**src/rtl/seg7_scan_display.sv**
```systemverilog
// -----------------------------------------------------------------------------
// seg7_scan_display
//
// Four-digit multiplexed hexadecimal driver for a common-anode 7-segment
// module. A prescaler divides clk into digit slots of PRESCALE cycles. A 2-bit
// scan index rotates the anodes. The input value is snapshotted once per
// four-slot frame, so every digit of a frame shows one coherent count.
//
// Optional feature (compile-time macro):
//   SEG7_LZB_EN  - leading-zero blanking. Digit k (k = 1..3) keeps its anode
//                  off when shadow[15:4k] == 0. Digit 0 is always shown.
//                  When the macro is undefined, all four digits are always
//                  lit.
//
// Parameters:
//   PRESCALE  clock cycles per digit slot (>= 2)
//
// Ports:
//   clk      in   system clock, rising edge
//   rst      in   asynchronous reset, active-low
//   value    in   [15:0] value to display, digit k = value[4k+3:4k]
//   dp_mask  in   [3:0]  decimal point request per digit (1 = lit), sampled live
//   blank    in   1 turns all anodes and the dp off (scan keeps running)
//   an       out  [3:0]  anode enables, active-low
//   seg      out  [6:0]  segments {g,f,e,d,c,b,a}, active-low
//   dp       out  decimal point, active-low
//   frame    out  one-cycle pulse when a new snapshot is loaded
// -----------------------------------------------------------------------------
module seg7_scan_display #(
   parameter int unsigned PRESCALE = 50000
) (
   input  logic        clk,
   input  logic        rst,
   input  logic [15:0] value,
   input  logic [3:0]  dp_mask,
   input  logic        blank,
   output logic [3:0]  an,
   output logic [6:0]  seg,
   output logic        dp,
   output logic        frame
);

   localparam int unsigned PW = $clog2(PRESCALE);
   localparam logic [PW-1:0] PC_MAX = PW'(PRESCALE - 1);

   logic [PW-1:0] pc;
   logic          tick;
   logic [1:0]    d;
   logic          run;
   logic [15:0]   shadow;
   logic [3:0]    nibble;
   logic          digit_lit;
   logic          show;

   // Hex digit to active-low segment pattern, bit order {g,f,e,d,c,b,a}.
   function automatic logic [6:0] hex_to_seg(input logic [3:0] nib);
      logic [6:0] s;
      s = 7'h7F;
      case (nib)
         4'h0: s = 7'h40;
         4'h1: s = 7'h79;
         4'h2: s = 7'h24;
         4'h3: s = 7'h30;
         4'h4: s = 7'h19;
         4'h5: s = 7'h12;
         4'h6: s = 7'h02;
         4'h7: s = 7'h78;
         4'h8: s = 7'h00;
         4'h9: s = 7'h10;
         4'hA: s = 7'h08;
         4'hB: s = 7'h03;
         4'hC: s = 7'h46;
         4'hD: s = 7'h21;
         4'hE: s = 7'h06;
         4'hF: s = 7'h0E;
         default: s = 7'h7F;
      endcase
      return s;
   endfunction

   assign tick = (pc == PC_MAX);

   // NOTE: sequential state is written with non-blocking assignments so every
   // register samples the pre-edge value of every other register.
   always_ff @(posedge clk or negedge rst) begin
      if (!rst) begin
         pc <= '0;
      end else if (tick) begin
         pc <= '0;
      end else begin
         pc <= pc + 1'b1;
      end
   end

   // Scan state. The snapshot is taken on the first tick after reset and at
   // every wrap from digit 3, which is what keeps a frame coherent.
   // NOTE: shadow is a plain 16-bit register, not a memory, so it is reset
   // along with the rest of the state and seg never shows undefined data.
   always_ff @(posedge clk or negedge rst) begin
      if (!rst) begin
         d      <= 2'd0;
         run    <= 1'b0;
         shadow <= 16'h0000;
         frame  <= 1'b0;
      end else if (tick) begin
         if (!run || d == 2'd3) begin
            d      <= 2'd0;
            shadow <= value;
            run    <= 1'b1;
            frame  <= 1'b1;
         end else begin
            d     <= d + 2'd1;
            frame <= 1'b0;
         end
      end else begin
         frame <= 1'b0;
      end
   end

   // Nibble of the snapshot that belongs to the current digit.
   // NOTE: every combinational output gets a default first, so no path leaves
   // it unassigned and no latch is inferred.
   always_comb begin
      nibble = shadow[3:0];
      case (d)
         2'd1:    nibble = shadow[7:4];
         2'd2:    nibble = shadow[11:8];
         2'd3:    nibble = shadow[15:12];
         default: nibble = shadow[3:0];
      endcase
   end

`ifdef SEG7_LZB_EN
   // A digit is a leading zero when it and every digit above it are zero.
   always_comb begin
      digit_lit = 1'b1;
      case (d)
         2'd1:    digit_lit = |shadow[15:4];
         2'd2:    digit_lit = |shadow[15:8];
         2'd3:    digit_lit = |shadow[15:12];
         default: digit_lit = 1'b1;
      endcase
   end
`else
   assign digit_lit = 1'b1;
`endif

   assign show = run && !blank && digit_lit;

   // Output register, loaded from the current state (not next-state). This
   // gives exactly one cycle from a state change to the pins and keeps the
   // pins glitch-free.
   always_ff @(posedge clk or negedge rst) begin
      if (!rst) begin
         an  <= 4'b1111;
         seg <= 7'b1111111;
         dp  <= 1'b1;
      end else begin
         an  <= show ? ~(4'b0001 << d) : 4'b1111;
         seg <= run ? hex_to_seg(nibble) : 7'b1111111;
         dp  <= show ? ~dp_mask[d] : 1'b1;
      end
   end

endmodule

```
**config.mk**
```make
export PLATFORM = sky130hd
export DESIGN_NAME = seg7_scan_display
export DESIGN_NICKNAME = d
export VERILOG_FILES = /design/src/rtl/seg7_scan_display.sv
export SDC_FILE = /design/constraint.sdc
export NUM_CORES = 1
export LEC_CHECK = 0
export BUFFER_PORTS_ARGS = -buffer_cell sky130_fd_sc_hd__clkbuf_2
export CORE_ASPECT_RATIO = 0.5
export CORE_MARGIN = 4
export CORE_UTILIZATION = 60
export CTS_CLUSTER_DIAMETER = 30
export CTS_CLUSTER_SIZE = 24
export DETAILED_ROUTE_END_ITERATION = 12
export GPL_TIMING_DRIVEN = 1
export PLACE_DENSITY = 0.84
export SETUP_SLACK_MARGIN = 0.3
export SYNTH_ARGS = -nofsm -noshare
export SYNTH_HDL_FRONTEND = slang
export SYNTH_SLANG_ARGS = --single-unit
export TNS_END_PERCENT = 5
```
**constraint.sdc**
```tcl
create_clock -name clk -period 4.3 [get_ports clk]
set_input_delay 0.43 -clock clk [delete_from_list [all_inputs] [get_ports clk]]
set_output_delay 0.43 -clock clk [all_outputs]
set_load 0.01 [all_outputs]
```
==> summary.md <==
| Metric | Value |
|---|---|
| Final Setup Violations | `0` |
| Post-synthesis register bit count | `48` |
| Starting Density | `0.6489` |
| Sequential fraction of the synthesis area | `0.5229` |
| CTS buffer count | `5` |
| Crit path arrival time | `2780 ps` |
| Clock slew at reported path FFs | `90 ps` |
| Reg2Reg Depth | `9` |
| Vias in the first global route | `1,705` |
| Fmax | `0.3869 GHz` |
| Die area | `4997 sq um` |
| CP delay by family, top | `compound AO/OA/AOI/OAI gates` |
| Buffers & Inverters on Critical Path | `2` |
| CP max stage cell | `a21oi_1` |
| Top cell type's share of synthesized area | `0.3873` |
| CP Capture Point | `seg[3]` |
| Max VDD drop | `0.0001409 V` |
| Antenna Violating Nets Remaining | `0` |
| Final GP Congestion | `0.8447` |
| Worst setup startpoint | `d[0]` |
| Synth-to-Final Area Change | `14.04%` |
| CP startpoint kind | `register` |
| Vias post-DR | `1,731` |
| NumNets Final | `267` |
| Pleak | `0.001209 uW` |
| Reg2Reg Setup Slack | `1720 ps` |
| Ys async rst share | `1.000` |
| Min Tclk post-route | `2585 ps` |
| Max-slew headroom | `0.5518` |
| Measured slew at the worst slew-check pin | `672.3 ps` |
| Reg-to-Reg End | `seg[3]` |
| Worst skew pair latency | `300 ps` |
| Worst Setup End Kind | `register` |
| 1st-iter DRT viols | `95` |
| Wirelength per Cell | `15.83 um` |
| Clk root buf | `clkbuf_8` |
| Post-CTS setup buffers | `0` |
| DRC errors left | `0` |
| Synth area leader | `dfrtp_1` |
| Core ar. | `3585 sq um` |
| Clock Path Buffers | `2` |
| WP data required | `4500 ps` |
| Outcome | `finished, final reports clean` |
| Synth area leaders | `dfrtp_1 (39%), dfstp_2 (14%), mux2_1 (7.7%)` |
| Netlist cell types | `44` |
| Final period util | `0.6011` |
| P per Cell Area | `287.6 nW/um^2` |
| Initial antenna violation count | `0` |
| Final hold vios | `0` |
| Post-Synthesis Cells | `193` |
| Skew final | `6.109 ps` |
| Post-cts resize count | `0` |
| Die height | `52.03 um` |
| I/O Buffers | `35` |
| Reg2reg start | `d[0]` |
| Syn_area_per_cell | `12.05 sq um` |
| Post-synthesis cell area | `2326 sq um` |
| YS warnings | `0` |
| Post-DP HPWL | `3.244 mm` |
| CP Class | `register to register` |
| DR pass1 iterations | `6` |
| Hold Crit Class | `primary input to asynchronous set/reset pin` |
| Mapped Nets | `227` |
| Pins Over Slew Limit | `0` |
| Total grt overflow | `0` |
| Share of cells above drive strength 1 | `0.2821` |
| Final Cell Area | `2653 sq um` |
| Max-cap violations | `0` |
| All-Layer GR Usage | `0.2017` |
| Non-Filler Instances | `285` |
| Worst path max stage delay | `460 ps` |
| Die Wd | `96.05 um` |
| Htree depth | `2` |
| Largest net degree at the start of global routing | `49` |
| Critical Path Stages | `9` |
| Most used DFF post-synth | `dfrtp_1` |
| Hold Buf Count CTS | `0` |
| Number of flops mapped to enable cells by yosys | `0` |
| Max FO, Critical Path | `6` |
| Setup TNS Final | `0 ps` |
| Row count | `15` |
| First-pass GRT wire length | `7.686 mm` |
| Total clock sinks | `48` |
| Antenna fix cells | `0` |
| Placed cells | `277` |
| Routed wire length | `4.512 mm` |
| Placed cell areas | `2552 sq um` |
| Via density | `6.074` |
| Worst-path cell chain | `inv_1 > ha_1 > a222oi_1 > a21oi_1 > inv_1 > ha_1 > a211oi_1 > a2111oi_0 > a41oi_1` |
| Filler cells | `235` |
| I/O pins | `36` |
| CTS tree | `yes` |
| RSZ-0062 raised after global routing | `false` |
[cell type report]
class	count	area (sq um)	share of cell area
sequential	48	1216	0.4585
multi-input combinational	134	1060	0.3995
tap	51	63.81	0.02406
clock buffer	8	100.1	0.03774
timing repair buffer	36	182.7	0.06887
inverter	8	30.03	0.01132
[synth_stat cells (all sizes together) (3+ instances only)]
cell,number
nand4,3
a222oi,4
o21ai,4
nand3,8
nor2,15
mux2,20
ha,11
nor3,3
xnor2,6
dfstp,12
o221ai,3
dfrtp,36
xor2,3
nand2,16
inv,8
a21oi,4
mux2i,6
nor2b,4
[cells by family after synthesis]
kind of cell	share of synthesized area
buffers and inverters	0.02151
AOI/OAI and AO/OA	0.07854
and+or+nand+nor	0.1517
adders and majority gates	0.05917
xor gates and xnor gates	0.03389
DFF	0.5229
muxes	0.1323
[routing by layer]
metal  global-route usage  share of wire  vias to the layer above
met3              0.05636          0.062                       11
met4              0.07311          0.016                        0
li1                     -              -                      785
met5                    0              0                        -
met1               0.2444           0.42                      876
met2               0.3463           0.51                       59
[state kept, by name (all words and copies together) (netlist names)]
signal / cells
dp: 1
frame: 1
seg: 7
d: 2
an: 4
pc: 16
run: 1
shadow: 16
[how the worst min path moves through the flow]
stage | to | from | slack [ps] | cells past startpoint
5_1_grt | shadow[4] | rst | 270 | 2
6_report | shadow[4] | rst | 210 | 2
3_3_place_gp | pc[0] | pc[0] | 470 | 1
3_5_place_dp | shadow[2] | shadow[2] | 480 | 1
2_1_floorplan | d[0] | rst | 130 | 0
4_1_cts | shadow[3] | rst | 230 | 2
[worst reg2reg max path, delay by kind of cell (launching register included)]
kind | cells | cell delay [ps]
buffers and inverters | 2 | 310
adder cells (fa/ha/maj) | 2 | 620
AO/OA/AOI/OAI | 5 | 1140
flip-flops | 1 | 430
[cell usage in the layout, fill, tap and decap left out, types with 2 or more instances in the layout]
master | netlist | layout
dfrtp_1 | 36 | 36
a31oi_1 | 2 | 2
mux2_1 | 16 | 16
mux2i_1 | 6 | 6
or4_1 | 2 | 2
clkbuf_8 | 0 | 7
xnor2_1 | 6 | 6
nor3_1 | 3 | 3
inv_1 | 8 | 8
nand2_1 | 16 | 16
nor2_1 | 14 | 14
ha_1 | 11 | 11
nand3_1 | 8 | 8
clkbuf_2 | 0 | 35
mux2_2 | 4 | 4
xor2_1 | 3 | 3
dfstp_2 | 12 | 12
a21oi_1 | 3 | 3
and3_1 | 2 | 2
o21ai_0 | 4 | 4
or3_1 | 2 | 2
nand4_1 | 2 | 2
o221ai_1 | 3 | 3
a222oi_1 | 4 | 4
nor2b_1 | 4 | 4
and4_1 | 2 | 2
[where the power goes]
group	total, uW	internal (uW)	switching (uW)
Combinational	19.2	8.27	10.9
Sequential	452	452	0
Clock	292	147	145
[through the flow]
| step | util | power [uW] | worst slack [ps] | hold slack [ps] |
|---|---|---|---|---|
| after floorplan | - | 461.0 | 2105 | 134.4 |
| after global placement | 0.7120 | 479.4 | 1926 | 467.2 |
| after detailed placement | 0.7120 | 480.1 | 1797 | 482.3 |
| after CTS | 0.7400 | 767.7 | 1739 | 228.6 |
| after global routing | 0.7400 | 789.4 | 1479 | 268.3 |
| final | 0.7400 | 762.8 | 1715 | 214.8 |
No activity file was read; power rests on OpenSTA's default activity.
